<file path="config.mk">
export PLATFORM = sky130hd
export DESIGN_NAME = traffic_phase_sequencer
export DESIGN_NICKNAME = d
export VERILOG_FILES = /design/src/rtl/tlc_pkg.sv /design/src/rtl/tlc_light_decode.sv /design/src/rtl/traffic_phase_sequencer.sv
export SDC_FILE = /design/constraint.sdc
export NUM_CORES = 1
export LEC_CHECK = 0
export CAP_MARGIN = 25
export CORE_UTILIZATION = 32
export DETAILED_ROUTE_END_ITERATION = 12
export GPL_TIMING_DRIVEN = 0
export PLACE_DENSITY = 0.74
export SLEW_MARGIN = 20
export SYNTH_ARGS = -nofsm -noshare
export SYNTH_HDL_FRONTEND = slang
export SYNTH_SLANG_ARGS = --single-unit
</file>
<file path="constraint.sdc">
create_clock -name clk -period 1.8 [get_ports clk]
set_input_delay 0.27 -clock clk [delete_from_list [all_inputs] [get_ports clk]]
set_output_delay 0.27 -clock clk [all_outputs]
set_load 0.01 [all_outputs]
</file>
<file path="src/rtl/tlc_pkg.sv">
// Shared types and encodings for the traffic phase sequencer.
// Holds the phase/step enumerations, the one-hot light encodings and the
// one-hot loadMax command values sent to the saturation counter.
package tlc_pkg;

  // Intersection phases; INIT is only occupied during and just after reset.
  typedef enum logic [2:0] {
    PH_INIT      = 3'd0,
    PH_NS_GREEN  = 3'd1,
    PH_NS_YELLOW = 3'd2,
    PH_ALLRED_A  = 3'd3,
    PH_EW_GREEN  = 3'd4,
    PH_EW_YELLOW = 3'd5,
    PH_ALLRED_B  = 3'd6,
    PH_WALK      = 3'd7
  } phase_t;

  // Every phase is a one-cycle preload of the timer followed by a countdown.
  typedef enum logic {
    STEP_LD  = 1'b0,
    STEP_RUN = 1'b1
  } step_t;

  // Lamp encodings, {red, yellow, green}.
  localparam logic [2:0] RED = 3'b100;
  localparam logic [2:0] YEL = 3'b010;
  localparam logic [2:0] GRN = 3'b001;

  // Counter loadMax commands. 00 would clear the counter's max register,
  // so the sequencer only ever drives one of these two.
  localparam logic [1:0] LM_LOAD = 2'b10;
  localparam logic [1:0] LM_HOLD = 2'b01;

endpackage

</file>
<file path="src/rtl/tlc_light_decode.sv">
// Combinational decode of the current phase into the two direction lamps
// and the pedestrian walk lamp. Anything not explicitly green or yellow is
// red, so unknown or reset phases fail safe to all-red.
module tlc_light_decode
  import tlc_pkg::*;
(
  input  phase_t     phase_i,
  output logic [2:0] ns_light_o,
  output logic [2:0] ew_light_o,
  output logic       ped_walk_o
);

  // Phase to lamp mapping; at most one direction leaves red in any phase.
  always_comb begin
    ns_light_o = RED;
    ew_light_o = RED;
    ped_walk_o = 1'b0;
    case (phase_i)
      PH_NS_GREEN:  ns_light_o = GRN;
      PH_NS_YELLOW: ns_light_o = YEL;
      PH_EW_GREEN:  ew_light_o = GRN;
      PH_EW_YELLOW: ew_light_o = YEL;
      PH_WALK:      ped_walk_o = 1'b1;
      default:      ;
    endcase
  end

endmodule

</file>
<file path="src/rtl/traffic_phase_sequencer.sv">
// Two-way intersection phase sequencer driving an external saturation
// counter as its phase timer. Each phase preloads the counter with TIME-2
// (LD step) and counts down to zero (RUN step), giving exactly TIME cycles.
// Optional build macro TLC_EW_SENSOR_EN adds an ew_car input; when no EW car
// has been seen, the EW green/yellow/all-red phases are skipped.
module traffic_phase_sequencer
  import tlc_pkg::*;
#(
  parameter int COUNT_SIZE  = 5,
  parameter int GREEN_TIME  = 20,
  parameter int YELLOW_TIME = 4,
  parameter int ALLRED_TIME = 2,
  parameter int WALK_TIME   = 8
) (
  input  logic                  clk,
  input  logic                  rst,
  input  logic                  ped_req,
`ifdef TLC_EW_SENSOR_EN
  input  logic                  ew_car,
`endif
  input  logic [COUNT_SIZE-1:0] cnt_out,
  output logic                  cnt_rst,
  output logic                  cnt_up,
  output logic                  cnt_down,
  output logic                  cnt_load,
  output logic [1:0]            cnt_load_max,
  output logic [COUNT_SIZE-1:0] cnt_max,
  output logic [COUNT_SIZE-1:0] cnt_in,
  output logic [2:0]            ns_light,
  output logic [2:0]            ew_light,
  output logic                  ped_walk
);

  // Preload values: the LD cycle plus (TIME-1) RUN cycles down to zero.
  localparam logic [COUNT_SIZE-1:0] GREEN_LD  = COUNT_SIZE'(GREEN_TIME - 2);
  localparam logic [COUNT_SIZE-1:0] YELLOW_LD = COUNT_SIZE'(YELLOW_TIME - 2);
  localparam logic [COUNT_SIZE-1:0] ALLRED_LD = COUNT_SIZE'(ALLRED_TIME - 2);
  localparam logic [COUNT_SIZE-1:0] WALK_LD   = COUNT_SIZE'(WALK_TIME - 2);

  phase_t phase_q, phase_d;
  step_t  step_q, step_d;
  logic   ped_pending_q, ped_pending_d;
  logic   in_walk_ld;
`ifdef TLC_EW_SENSOR_EN
  logic   ew_pending_q, ew_pending_d;
  logic   in_ew_green_ld;
`endif

  // Timer preload for a given phase.
  function automatic logic [COUNT_SIZE-1:0] phase_load(input phase_t p);
    case (p)
      PH_NS_GREEN, PH_EW_GREEN:   return GREEN_LD;
      PH_NS_YELLOW, PH_EW_YELLOW: return YELLOW_LD;
      PH_ALLRED_A, PH_ALLRED_B:   return ALLRED_LD;
      PH_WALK:                    return WALK_LD;
      default:                    return '0;
    endcase
  endfunction

  assign in_walk_ld = (phase_q == PH_WALK) && (step_q == STEP_LD);
`ifdef TLC_EW_SENSOR_EN
  assign in_ew_green_ld = (phase_q == PH_EW_GREEN) && (step_q == STEP_LD);
`endif

  // Next phase/step and request latches; a new request in the clearing
  // cycle wins so it is served in the following rotation.
  always_comb begin
    phase_d       = phase_q;
    step_d        = step_q;
    ped_pending_d = ped_req | (ped_pending_q & ~in_walk_ld);
`ifdef TLC_EW_SENSOR_EN
    ew_pending_d  = ew_car | (ew_pending_q & ~in_ew_green_ld);
`endif
    if (phase_q == PH_INIT) begin
      phase_d = PH_NS_GREEN;
      step_d  = STEP_LD;
    end else if (step_q == STEP_LD) begin
      // cnt_out is stale here (the load lands at this edge), so ignore it.
      step_d = STEP_RUN;
    end else if (cnt_out == '0) begin
      step_d = STEP_LD;
      case (phase_q)
        PH_NS_GREEN:  phase_d = PH_NS_YELLOW;
        PH_NS_YELLOW: phase_d = PH_ALLRED_A;
`ifdef TLC_EW_SENSOR_EN
        PH_ALLRED_A:  phase_d = ew_pending_q  ? PH_EW_GREEN :
                                ped_pending_q ? PH_WALK : PH_NS_GREEN;
`else
        PH_ALLRED_A:  phase_d = PH_EW_GREEN;
`endif
        PH_EW_GREEN:  phase_d = PH_EW_YELLOW;
        PH_EW_YELLOW: phase_d = PH_ALLRED_B;
        PH_ALLRED_B:  phase_d = ped_pending_q ? PH_WALK : PH_NS_GREEN;
        default:      phase_d = PH_NS_GREEN;
      endcase
    end
  end

  // State registers; reset parks in INIT with all requests dropped.
  always_ff @(posedge clk or posedge rst) begin
    if (rst) begin
      phase_q       <= PH_INIT;
      step_q        <= STEP_LD;
      ped_pending_q <= 1'b0;
`ifdef TLC_EW_SENSOR_EN
      ew_pending_q  <= 1'b0;
`endif
    end else begin
      phase_q       <= phase_d;
      step_q        <= step_d;
      ped_pending_q <= ped_pending_d;
`ifdef TLC_EW_SENSOR_EN
      ew_pending_q  <= ew_pending_d;
`endif
    end
  end

  // Counter control decoded from the registered state; INIT resets the
  // count and programs max to all ones, afterwards max is only held.
  always_comb begin
    cnt_rst      = 1'b0;
    cnt_down     = 1'b0;
    cnt_load     = 1'b0;
    cnt_load_max = LM_HOLD;
    cnt_max      = '1;
    cnt_in       = '0;
    if (phase_q == PH_INIT) begin
      cnt_rst      = 1'b1;
      cnt_load_max = LM_LOAD;
    end else if (step_q == STEP_LD) begin
      cnt_load = 1'b1;
      cnt_in   = phase_load(phase_q);
    end else begin
      cnt_down = 1'b1;
    end
  end

  assign cnt_up = 1'b0;

  tlc_light_decode u_light_decode (
    .phase_i    (phase_q),
    .ns_light_o (ns_light),
    .ew_light_o (ew_light),
    .ped_walk_o (ped_walk)
  );

endmodule

</file>
### Word level (Yosys, flattened, before mapping)

Cells that the tools add are included.
W data, S select, Z words.

| operators by class | value |
|---|---|
| eq/ne operators | 7 |
| mux-type cells | 20 |
| bitwise gates (word level) | 4 |
| reduce and logical (&&, ||, !) cells | 8 |

Operators by type and width:

| cell | number |
|---|---|
| $pmux W3 S6 | 1 |
| $pmux W5 S3 | 1 |
| $eq A3 B3 Y1 const B | 4 |
| $mux W3 | 4 |
| $pmux W3 S2 | 2 |
| $mux W5 | 2 |
| $mux W1 | 9 |
| $eq A3 B2 Y1 const B | 2 |
| $logic_not A5 Y1 | 1 |
| $reduce_bool A2 Y1 | 2 |
| $reduce_or A2 Y1 | 2 |
| $eq A3 B1 Y1 const B | 1 |
| $logic_not A3 Y1 | 1 |
| $mux W2 | 1 |
| $not A1 Y1 | 2 |
| $reduce_and A2 Y1 | 1 |
| $and A1 B1 Y1 | 1 |
| $logic_and A1 B1 Y1 | 1 |
| $or A1 B1 Y1 | 1 |

| word-level totals | value |
|---|---|
| bits in registers | 5 |
| input port bits | 8 |
| output and inout bits | 23 |
| logic and storage cells | 42 |

### Depth between registers and ports, before layout

Gate-level depths: netlist of run 1.

| logic depth | value |
|---|---|
| depth in word-level cells | 5 |
| mapped depth | 4 |
| mapped depth without buffers | 3 |

### By module

Synthesis of run 1 repeated with hierarchy kept, for this count alone.

| unflattened totals | value |
|---|---|
| cells, all modules | 58 |
| area total of the unflattened synthesis | 471.7 um^2 |

Modules (own cells, without submodules):

| module | times used | cells an instance | area an instance (um^2) | sequential area each (um^2) |
|---|---|---|---|---|
| traffic_phase_sequencer | 1 | 48 | 419.2 | 125.1 |
| tlc_light_decode | 1 | 10 | 52.6 | 0.0 |

### Least setup slack after synthesis of run 1

Ideal clock, no wire load.

| path | value |
|---|---|
| path type | flip-flop to output port |
| start | register phase_q[0] |
| end | output ns_light[2] |
| data arrival time | 1.102 ns |
| required time | 1.530 ns |
| slack | 0.428 ns |
| cell stages (with the launch flop) | 5 |
| path buffers | 1 |
| cell sequence | dfrtp_1 buf_2 inv_1 nor3_1 nor2_1 |

| on the way | value |
|---|---|
| longest elaborated chain between the ends | 2 |
| elaborated cells between the ends (all ways) | 3 |
| those cells by class | eq/ne: 2; mux: 1 |

Ends and longest elaborated chain:

| what | RTL line | source |
|---|---|---|
| from (decl) | traffic_phase_sequencer.sv:40 | `phase_t phase_q, phase_d;` |
| from (signal assigned) | traffic_phase_sequencer.sv:109 | `phase_q <= phase_d;` |
| $eq A3 B2 Y1 / $eq A3 B1 Y1 (equally long branches) | tlc_light_decode.sv:18 | `case (phase_i)` |
| $pmux W3 S2 * | tlc_light_decode.sv:18 |  |
| to (decl) | traffic_phase_sequencer.sv:29 | `output logic [2:0] ns_light,` |

Mark *: on every way between the ends. The rest lies on a longest branch, timed or not.

### Worst setup path after layout of run 1

| path | value |
|---|---|
| start | register phase_q[2] |
| end | output cnt_load |

| on the way | value |
|---|---|
| longest elaborated chain between the ends | 2 |

Ends and longest elaborated chain:

| what | RTL line | source |
|---|---|---|
| $logic_not A3 Y1 | traffic_phase_sequencer.sv:127 | `if (phase_q == PH_INIT) begin` |
| $mux W1 | traffic_phase_sequencer.sv:127 |  |
| to (decl) | traffic_phase_sequencer.sv:25 | `output logic cnt_load,` |

No other way between the ends.

==> results of run 1 <==
[timing repair]
item | 4_1_cts | 5_1_grt
resized for setup | 18 | 5
pin swaps | 1 | 0
setup buffers | 3 | 0
endpoints found under the setup margin | 14 | 3
[final cells by class]
class | instances | share of cell area (%)
Multi-Input combinational cell | 41 | 33.2
Timing Repair Buffer | 25 | 29.6
Sequential cell | 5 | 16.5
Buffer | 12 | 12.3
Clock buffer | 4 | 3.44
Inverter | 5 | 2.45
Tap cell | 15 | 2.45
[state kept, by name, summed over array words and instances (netlist names)]
register and count:
phase_q 3, ped_pending_q 1, step_q 1
[worst min path at each step]
| stage | to |
|---|---|
| 2_1_floorplan | ped_pending_q$_DFF_PP0_ |
| 3_3_place_gp | phase_q[2]$_DFFE_PP0P_ |
| 3_5_place_dp | phase_q[2]$_DFFE_PP0P_ |
| 4_1_cts | ped_pending_q$_DFF_PP0_ |
| 5_1_grt | ped_pending_q$_DFF_PP0_ |
| 6_report | ped_pending_q$_DFF_PP0_ |
[kinds of logic after synthesis]
kind of cell	after synthesis	synth area share [%]
compound gates	8	13.6
xor+xnor	2	3.88
buf+inv	17	22.4
flops	5	27.7
other cells	2	1.66
simple gates	23	30.7
[worst reg2reg max path: stages (launching register included)]
cell and delay, ns:
dfrtp_1 0.43, nor4b_4 0.31, a41oi_1 0.16, a41o_1 0.23
[per-stage QoR]
stage                     area [um^2]  cells  worst slack (ns)  setup TNS, ns  power, W
after floorplan                   474     63             0.428              0  0.000484
after detailed placement          713    100           -0.0604        -0.0935  0.000710
after global placement            713    100           -0.0358        -0.0707  0.000701
after CTS                         759    107           0.00697              0  0.000853
after global routing              764    107           0.00374              0  0.000925
final                             764    107            0.0810              0  0.000850
[synth_stat cells]
library cell | instances | area share (%)
nand2b_1 | 3 | 4.2
nor4b_4 | 1 | 5.3
nor2b_1 | 2 | 2.8
a211oi_1 | 2 | 3.3
buf_2 | 3 | 3.3
nor3_1 | 2 | 2.2
nor3_2 | 1 | 2.2
nand3_1 | 1 | 1.1
and2_4 | 1 | 1.9
dfrtp_1 | 5 | 28
xnor2_1 | 2 | 3.9
a22o_1 | 1 | 1.9
nor2_1 | 9 | 7.5
and3_1 | 2 | 2.8
a41o_1 | 1 | 2.2
inv_1 | 5 | 4.2
a41oi_1 | 1 | 1.9
conb_1 | 2 | 1.7
o211ai_1 | 1 | 1.7
o21ai_0 | 1 | 1.1
buf_4 | 9 | 15
a31oi_1 | 1 | 1.4
nand2_1 | 1 | 0.83
[power breakdown]
group          internal, W  total, W  switching [W]
registers         0.000147  0.000181      0.0000341
clock network    0.0000835  0.000125      0.0000414
logic             0.000273  0.000545       0.000272
total             0.000503  0.000850       0.000348
[routing by layer]
metal  vias up  global-route usage [%]  wire length, um
li1        239                       -                -
met1       211                    16.7              387
met2        17                    26.6              515
met3         0                    1.70               59
met4         0                    10.3                0
met5         -                       0                0
==> Implementation_results.wiki, run 1 <==
{| class="wikitable"
! Metric !! Value
|-
| Yosys synthesis warning count || 0
|-
| Total wirelength of the detailed-routed design || 962 um
|-
| Final critical-path share of the clock period || between 90% and 100%
|-
| Startpoint of the most critical setup path || phase_q[2]$_DFFE_PP0P_
|-
| Clock buffer count from CTS || 3
|-
| Distinct cell type count of the synthesized netlist || 23
|-
| Crit end category || primary output
|-
| Kind of start point of the critical path || flip-flop
|-
| Final core utilization || 58.8%
|-
| Vertical die dimension || slightly below 40 um
|-
| Storage cell area || 126 um^2
|-
| Leakage power || approximately 0.42 nW
|-
| Worst Path Buf+Inv || 3
|-
| Combined area of the multi-input logic cells || 254 um^2
|-
| Count of final max-slew check failures || 0
|-
| Antenna Cells || 0
|-
| Clock tree root buffer cell || clkbuf_4
|-
| FMAX || 582 MHz
|-
| Max H-tree Level || 1
|-
| Worst reg-to-reg setup slack || 0.56 ns
|-
| Pin count of the biggest net entering global routing || 11
|-
| Total iterations of the first detailed-routing run || 2
|-
| Clock Skews || 0.000188 ns
|-
| Arrival time worst endpoint || ~1.5 ns
|-
| Port Buffers || 22
|-
| Clock tree from TritonCTS || yes
|-
| Logic depth of the worst register-to-register path || 3
|-
| Setup repair after global routing missed its margin || no
|-
| Synthesized netlist cell count || 57
|-
| Overall die area || 1570 um^2
|-
| Width of the die || 39.6 um
|-
| Endpoints failing hold || 0
|-
| Cell count along the critical path || 5
|-
| Clock Tree Buf Depth || 2
|-
| Overall routing resource usage || 15.2%
|-
| Post-DP HPWL || about 750 um
|-
| Min-Delay Path Class || in -> async
|-
| Final net count || 101
|-
| Clock Pin Slew Worst Setup and Hold Paths || 0.04 ns
|-
| Number of placed I/O pins || 31
|-
| DRC viols || 0
|-
| Cell row count || 13
|-
| Area growth from synthesis to final layout || 69.3%
|-
| Routability congestion estimate || 0.704
|-
| Delay of the slowest critical-path stage || roughly 0.35 ns
|-
| Critical path start-end classification || reg -> out
|-
| Hold buffer count at CTS || 0
|-
| Category of cells accounting for the largest share of critical-path delay || buffers and inverters
|-
| R2r endpoint || phase_q[2]$_DFFE_PP0P_
|-
| Number of global-route vias before repair || 384
|-
| Number of DRC markers in iteration 0 || 4
|-
| Total congestion overflow after global routing || 0
|-
| Timing endpoint of the critical path || cnt_load
|-
| Initial antenna violation count || 0
|-
| Number of filler instances in the final layout || 121
|-
| Highest net fanout along the worst path || 10
|-
| Initial standard-cell utilization of the core || 34.7%
|-
| DR vias || about 470
|-
| Post-synthesis sequential area ratio || 27.7%
|-
| Antenna violation net count after detailed routing || 0
|-
| Placeable core area || 1300 um^2
|-
| Netlist area before placement || about 450 um^2
|-
| Per-cell routed wire length || 8.99 um
|-
| Avg Cell Area, Syn || 7.92 um^2
|-
| Min cycle time layout || 1.72 ns
|-
| Number of clock sinks || 5
|-
| Worst hold slack || about 0.22 ns
|-
| Later-pin clock latency in the skew report || 0.24 ns
|-
| Ratio of cells with drive above 1 in the final layout || around a quarter
|-
| Wire length of the first global-routing pass || ~1600 um
|-
| Vias per cell || 4.36
|-
| Required time at the endpoint of the critical path || approximately 1.5 ns
|-
| Run status || completed
|-
| Critical Path, Cell by Cell || buf_4, nor3_4, buf_4, nor2_1, dlygate4sd2_1
|-
| IR Drop Worst-Case VDD || 0.780 mV
|-
| Slowest cell on the critical path || dfrtp_1
|-
| Count of final setup violators || 0
|-
| Worst r2r src || step_q$_DFF_PP0_
|-
| Total power density per cell area || 1110 nW/um^2
|-
| Highest-count cells in the layout ignoring fill and taps || buf_4 (15), dlygate4sd2_1 (11), nor2_1 (9)
|-
| Number of max-cap violations || 0
|-
| Cell seen most often among critical-path stages || buf_4
|-
| Register bit count reported by yosys || 5
|-
| Most common cell after layout, fill and taps aside || buf_4
|}
No activity file was read; power rests on OpenSTA's default activity.
==> run 2, diff against run 1 <==
--- a/config.mk
+++ b/config.mk
@@ -8,6 +8,7 @@
 export CAP_MARGIN = 25
 export CORE_UTILIZATION = 32
 export DETAILED_ROUTE_END_ITERATION = 12
+export GPL_ROUTABILITY_DRIVEN = 1
 export GPL_TIMING_DRIVEN = 0
 export PLACE_DENSITY = 0.74
 export SLEW_MARGIN = 20
==> results of run 2 <==
No change in the layout: final DEF, timing and power equal those of run 1.
